$ cat src/rtl/serial_out.sv
// rtl/serial_out.sv - BCD-to-ASCII UART transmitter, 10-bit frames at 16 clocks per bit.
// Optional CR/LF trailer frames are enabled by defining SERIAL_OUT_CRLF_EN.
module serial_out (
    input  logic        IN_clk,
    input  logic        IN_rst,
    input  logic        IN_start,
    input  logic [63:0] IN_data,
    input  logic [4:0]  IN_number,
    output logic        OUT_ser,
    output logic        OUT_busy,
    output logic        OUT_done
);

    typedef enum logic [2:0] {
        S_IDLE  = 3'd0,
        S_START = 3'd1,
        S_DATA  = 3'd2,
        S_STOP  = 3'd3,
        S_DONE  = 3'd4
    } state_t;

    state_t      state_q, state_d;
    logic [3:0]  baud_q, baud_d;
    logic [2:0]  bit_q, bit_d;
    logic [3:0]  ptr_q, ptr_d;
    logic [7:0]  char_q, char_d;
    logic [63:0] data_q, data_d;
    logic        ser_q, ser_d;
`ifdef SERIAL_OUT_CRLF_EN
    // 0: digits pending, 1: CR frame in flight, 2: LF frame in flight
    logic [1:0]  tail_q, tail_d;
`endif

    logic [4:0]  count;
    logic [4:0]  count_m1;
    logic [3:0]  first_ptr;
    logic [3:0]  ptr_m1;
    logic        baud_wrap;
    logic        accept;

    assign count     = (IN_number > 5'd16) ? 5'd16 : IN_number;
    assign count_m1  = count - 5'd1;
    assign first_ptr = (count == 5'd0) ? 4'd0 : count_m1[3:0];
    assign ptr_m1    = ptr_q - 4'd1;
    assign baud_wrap = (baud_q == 4'd15);
    assign accept    = (state_q == S_IDLE) && IN_start;

    always_ff @(posedge IN_clk or posedge IN_rst) begin
        if (IN_rst) begin
            state_q <= S_IDLE;
            baud_q  <= 4'd0;
            bit_q   <= 3'd0;
            ptr_q   <= 4'd0;
            char_q  <= 8'd0;
            data_q  <= 64'd0;
            ser_q   <= 1'b1;
`ifdef SERIAL_OUT_CRLF_EN
            tail_q  <= 2'd0;
`endif
        end else begin
            state_q <= state_d;
            baud_q  <= baud_d;
            bit_q   <= bit_d;
            ptr_q   <= ptr_d;
            char_q  <= char_d;
            data_q  <= data_d;
            ser_q   <= ser_d;
`ifdef SERIAL_OUT_CRLF_EN
            tail_q  <= tail_d;
`endif
        end
    end

    always_comb begin
        state_d = state_q;
        case (state_q)
            S_IDLE: begin
                if (IN_start) begin
`ifdef SERIAL_OUT_CRLF_EN
                    state_d = S_START;
`else
                    state_d = (count == 5'd0) ? S_DONE : S_START;
`endif
                end
            end
            S_START: begin
                if (baud_wrap) state_d = S_DATA;
            end
            S_DATA: begin
                if (baud_wrap && (bit_q == 3'd7)) state_d = S_STOP;
            end
            S_STOP: begin
                if (baud_wrap) begin
`ifdef SERIAL_OUT_CRLF_EN
                    state_d = ((ptr_q != 4'd0) || (tail_q != 2'd2)) ? S_START : S_DONE;
`else
                    state_d = (ptr_q != 4'd0) ? S_START : S_DONE;
`endif
                end
            end
            S_DONE:  state_d = S_IDLE;
            default: state_d = S_IDLE;
        endcase
    end

    always_comb begin
        baud_d = 4'd0;
        bit_d  = bit_q;
        ptr_d  = ptr_q;
        char_d = char_q;
        data_d = data_q;
`ifdef SERIAL_OUT_CRLF_EN
        tail_d = tail_q;
`endif

        // The baud counter only runs inside a frame, so it is zero on every acceptance edge
        if ((state_q == S_START) || (state_q == S_DATA) || (state_q == S_STOP)) begin
            baud_d = baud_q + 4'd1;
        end

        if ((state_q == S_DATA) && baud_wrap) begin
            bit_d = bit_q + 3'd1;
        end

        if (accept) begin
            data_d = IN_data;
            ptr_d  = first_ptr;
`ifdef SERIAL_OUT_CRLF_EN
            if (count == 5'd0) begin
                char_d = 8'h0D;
                tail_d = 2'd1;
            end else begin
                char_d = 8'h30 + {4'h0, IN_data[{first_ptr, 2'b00} +: 4]};
                tail_d = 2'd0;
            end
`else
            char_d = 8'h30 + {4'h0, IN_data[{first_ptr, 2'b00} +: 4]};
`endif
        end else if ((state_q == S_STOP) && (state_d == S_START)) begin
            if (ptr_q != 4'd0) begin
                ptr_d  = ptr_m1;
                char_d = 8'h30 + {4'h0, data_q[{ptr_m1, 2'b00} +: 4]};
            end
`ifdef SERIAL_OUT_CRLF_EN
            else if (tail_q == 2'd0) begin
                char_d = 8'h0D;
                tail_d = 2'd1;
            end else begin
                char_d = 8'h0A;
                tail_d = 2'd2;
            end
`endif
        end

        // The line level is registered from the next-state view so it changes on the same edge
        case (state_d)
            S_START: ser_d = 1'b0;
            S_DATA:  ser_d = char_d[bit_d];
            default: ser_d = 1'b1;
        endcase
    end

    assign OUT_ser  = ser_q;
    assign OUT_busy = (state_q != S_IDLE);
    assign OUT_done = (state_q == S_DONE);

endmodule
$ cat config.mk
export PLATFORM = sky130hd
export DESIGN_NAME = serial_out
export DESIGN_NICKNAME = d
export VERILOG_FILES = /design/src/rtl/serial_out.sv
export SDC_FILE = /design/constraint.sdc
export NUM_CORES = 1
export LEC_CHECK = 0
export CORE_MARGIN = 5
export CORE_UTILIZATION = 40
export CTS_CLUSTER_SIZE = 14
export DETAILED_ROUTE_END_ITERATION = 8
export PLACE_DENSITY = 0.64
export SETUP_SLACK_MARGIN = 0.15
export SYNTH_ARGS = -nofsm -noshare
export SYNTH_HDL_FRONTEND = slang
export SYNTH_SLANG_ARGS = --single-unit
$ cat constraint.sdc
create_clock -name IN_clk -period 3.11 [get_ports IN_clk]
set_input_delay 0.622 -clock IN_clk [delete_from_list [all_inputs] [get_ports IN_clk]]
set_output_delay 0.622 -clock IN_clk [all_outputs]
set_load 0.02 [all_outputs]
* Word-level counts from Yosys, hierarchy flattened
Index checks and enable logic that the tools add are counted.
** Word-level totals
- Bits in registers :: 87
- Output and inout port bits :: 3
** Operators by class
- Add/sub/neg operators :: 6
- Magnitude comparators :: 2
- Eq/ne operators :: 8
- Shift-type cells :: 2
- Multiplexer cells :: 20
- Reductions and logical operators :: 13
** Operators with widths (count)
- $shiftx 64x7->4 :: 2
- $mux 8 :: 3
- $mux 3 :: 7
- $mux 4 :: 5
- $add 6x4->7 const A :: 2
- $pmux 3 s4 :: 1
- $eq 3x2->1 const B :: 3
- $sub 4x1->4 const B :: 2
- $eq 3x1->1 const B :: 2
- $eq 3x3->1 const B :: 2
- $gt 5x5->1 const B :: 1
- $logic_not 5->1 :: 1
- $mux 5 :: 1
- $add 4x1->4 const B :: 1
- $eq 4x4->1 const B :: 1
- $logic_and 1x1->1 :: 4
- $lt 3x4->1 const B :: 1
- $reduce_bool 2->1 :: 2
- $reduce_bool 4->1 :: 1
- $add 3x1->3 const B :: 1
- $bmux 1 s3 :: 1
- $logic_not 3->1 :: 1
- $reduce_bool 3->1 :: 1
- $logic_or 1x1->1 :: 2
- other kinds (3) :: 3

* Longest topological paths before layout
- Depth after elaboration :: 13
- Depth in mapped cells :: 13
- Gate-level depth less buffers :: 11

* Least setup slack after synthesis
OpenSTA, ideal clock, no wires.
- Kind :: input to register
- Start :: input port IN_number[4]
- End :: register ser_q, in the netlist OUT_ser
- Arrival time :: 2.844 ns
- Data required time :: 3.017 ns
- Path slack :: 0.173 ns
- Cell stages on the path :: 13
- Path buffers :: 2
- Cell sequence :: and2b_1 > inv_2 > buf_4 > ha_1 > or4b_4 > buf_6 > and3_1 > a211oi_2 > a31oi_1 > a211o_1 > nand4_1 > o211a_1 > a211oi_2
** On the way
- Word-level cells in the longest chain between the ends :: 13
- Elaborated cells between the ends (all ways) :: 18
- Those cells by class :: add/sub (2); order compare (1); eq/ne (2); shift (1); mux (10); reduce/logical (2)
** Ends and longest elaborated chain
- start, declared :: RTL line 8 : input logic [4:0] IN_number,
- $gt 5x5->1 :: RTL line 41 : assign count = (IN_number > 5'd16) ? 5'd16 : IN_number;
- $mux 5 * :: RTL line 41
- branches (longest 10 deep; another with $add 6x4->7)
- $pmux 1 s2 * :: RTL line 156 : case (state_d)
- named net ser_d :: RTL line 28 : logic ser_q, ser_d;
- end signal, assigned :: RTL line 67 : ser_q <= ser_d;
- end, declared :: RTL line 28
Mark *: on every way through the listed nets, which the timed path passes. The select of a mux whose other input is x is not followed.
A chain may end at the register's enable or synchronous reset.

* Final worst setup path
- Start :: input port IN_number[1]
- End :: register ser_q, in the netlist OUT_ser
Same word-level chain as after synthesis.

==> impl_metrics.ini <==
[global_routing]
grt_max_degree = 66
grt_util_all_layers_pct = 20.2
grt_overflow = 0
grt_pass1_wl_mm = 23.5
antenna_found_initial = 0
grt_pass1_vias = 4518

[setup_path]
cp_top_family = simple AND/OR/NAND/NOR gates
cp_max_fo = 5
worstSetupStartpointType = input port
required_ps = 3370
cp.arrival_ps = 3090
reg2reg_from = baud_q[0]
path_class = input port to register
crit_chain = clkdlybuf4s50_1, nand2b_4, ha_4, or4b_4, buf_12, nand2_8, nand2_1, a211o_1, nand4b_1, nand3_2, o211a_1, a211oi_2
cpPeakStageDelay_ps = 490
crit_path_end_kind = register
cp_num_buf_inv = 2
crit_path_start = IN_number[1]
crit_slowest_cell = clkdlybuf4s50_1

[drt]
drtPass1Iterations = 5
drcViolationCount = 0
postRouteAntennaNets = 0
dr.first_iter.drc_count = 299
wl_per_cell_um = 17.5
vias_per_cell = 5.36
vias = 4559
routed_wirelength_mm = 14.9

[clock_tree]
cts.sinks = 87
cts_tree = yes
insertion_delay_ps = 340
hold_buffers = 0
cts.clk_slew.worst_paths_ps = 60
clock_path_buffers = 2
ctsHtreeMaxLevel = 3
cts_root_buf = clkbuf_16
cts_buffers = 9

[power_and_ir_drop]
powerDensity_mw_per_mm2 = 798
power.switching_w = 0.00196
leakage_nw = 3.14
swShare_pct = 37.0
pwr-share-comb_pct = 44.6
p_total_w = 0.00529
clock_power_share_pct = 19.2
ir_worst_vdd_uv = 288
seqPwrFrac_pct = 36.1
intPower_w = 0.00334

[sta]
slew_headroom_pct = 55.7
fin_crit_ps = 2830
slew_violations = 0
worst_clock_skew_ps = 4.42
hold_violations = 0
hold_ws_ps = 469
fin_ws_ps = 284
rsz0062_at_grt = no
fin_crit_sh_pct = 90.9
setup_viol = 0
fmax_mhz = 354
tightestPinTransition_ps = 665
finalSetupTns_ps = 0

[yosys]
syn-cell-area_mm2 = 0.00511
synth_top_family_by_area = simple AND/OR/NAND/NOR gates
synth_fa_ha_area_share_pct = 1.47
syn_inst = 572
postSynth.asyncResetShare_pct = 100
synth_edf_count = 0
netlist_top_cells_area = dfrtp_1, nand2_1, mux4_2
ys_seq_area_share_pct = 42.6
synth_top_area_share_pct = 42.1
synthDistinctLibCells = 68
yosys.area_share.xor_xnor_pct = 2.28
synth_seq_cells = 87
synth-main-ff-cell = dfrtp_1
yosysWarnings = 0
yosys.area_share.simple_pct = 27.1
yosysTopAreaCell = dfrtp_1
muxShareOfSynthArea_pct = 12.8
synth_compound_area_share_pct = 9.50
synth_fp_nets = 650
syn_avg_cell_area_um2 = 8.94

[place]
globalplace.congestion = 0.897
io_buffer_count = 74
dp_cells = 829
hpwl_mm = 11.2
place_ws_ps = -249

[die]
core_area_mm2 = 0.0126
die_y_um = 123
num_rows = 41
die_w_um = 123
initial_core_util_pct = 40.7
pin_count = 75
die-area_mm2 = 0.0151

[hold_path]
holdCritPathClass = register to register
hold_start = baud_q[0]

[finish]
drive_gt1_share_pct = 17.3
num_antenna_cells = 0
multi_input_area_mm2 = 0.00277
final_common_cell = nand2_1
fin_nets = 751
instances_no_fill = 850
regArea_mm2 = 0.00218
fillerInstances = 1138
area_growth_pct = 29.7
final_cell_mix = nand2_1, dfrtp_1, clkdlybuf4s50_1

[flow_run]
drv_cap = 0

[status]
outcome = complete, no violations
[synth_stat cells, types with 4 or more instances]
master and count:
nand2_1 220, dfrtp_1 86, mux2i_1 24, nor2_1 23
a21oi_1 18, mux4_2 16, nand3_1 16, o21ai_0 16
clkbuf_1 15, inv_1 9, and3_1 8, nor3_1 8
buf_2 7, ha_1 6, a211o_1 5, mux2_2 5
xnor2_1 5, a31oi_1 4, buf_1 4, buf_6 4
nand4_1 4
[routing by layer]
metal,GRT usage [%],share of wire (%),up-vias
met3,4.57,6.0,27
met5,0,0,-
met2,33.5,50,139
li1,-,-,2155
met4,6.51,1.8,0
met1,26.5,42,2238
[per-stage QoR]
| stage | util, % | cell area [um2] |
|---|---|---|
| floorplan | - | 5110 |
| global placement | 49.8 | 6260 |
| detailed placement | 49.8 | 6260 |
| CTS | 52.3 | 6580 |
| global route | 52.8 | 6630 |
| finish | 52.8 | 6630 |
[worst paths after layout]
path                              endpoint  slack [ps]  depth (start not counted)
worst max-delay path               OUT_ser         280                         12
worst min-delay path             baud_q[0]         470                          1
worst max register to register     OUT_ser         480                         11
worst min register to register   baud_q[0]         470                          1
max in group asynchronous          OUT_ser        1740                          3
min in group asynchronous       data_q[19]         660                          2
[layout make-up]
cell class | count | area share (%)
clock buffer | 13 | 3.93
clock inverter | 3 | 0.264
inverter | 10 | 0.585
multi-input combinational | 441 | 41.8
sequential | 87 | 32.9
tap | 172 | 3.25
timing repair buffer | 124 | 17.3
[registers in the layout, summed over array words and instances, names as in the netlist]
name and flops:
ptr_q 4, char_q 8, data_q 64, state_q 3, baud_q 4, OUT_ser 1, bit_q 3
[power groups by stage]
stage / sequential, W / clock [W] / combinational (W)
6_report: 0.00191 / 0.00102 / 0.00236
5_1_grt: 0.00197 / 0.00108 / 0.00260
4_1_cts: 0.00191 / 0.00104 / 0.00236
3_5_place_dp: 0.00193 / 0 / 0.00232
3_3_place_gp: 0.00190 / 0 / 0.00226
2_1_floorplan: 0.00182 / 0 / 0.00166
[logic make-up (layout without fill, tap and decap cells)]
group	count (synthesis)	count (layout)
multiplexers	45	45
adder cells (fa/ha/maj)	6	6
AND/OR/NAND/NOR	310	310
buffers and inverters	44	150
AO/OA/AOI/OAI	71	71
flip-flops	87	87
XOR/XNOR	9	9
[worst register-to-register path: cells and delay by family (launching register included)]
kind	cells	cell delay [ps]
multiplexers	1	350
flip-flops	1	380
adder cells (fa/ha/maj)	1	220
XOR/XNOR	1	170
AND/OR/NAND/NOR	2	620
AO/OA/AOI/OAI	4	500
buffers and inverters	2	340
[repair_timing]
| action | 4_1_cts | 5_1_grt |
|---|---|---|
| hold endpoints to repair | 0 | 0 |
| endpoints found under the setup margin | 1 | 2 |
| buffers inserted | 4 | 1 |
| pin swaps | 3 | 5 |
| resized for setup | 4 | 7 |
(Power assumes the default switching activity.)
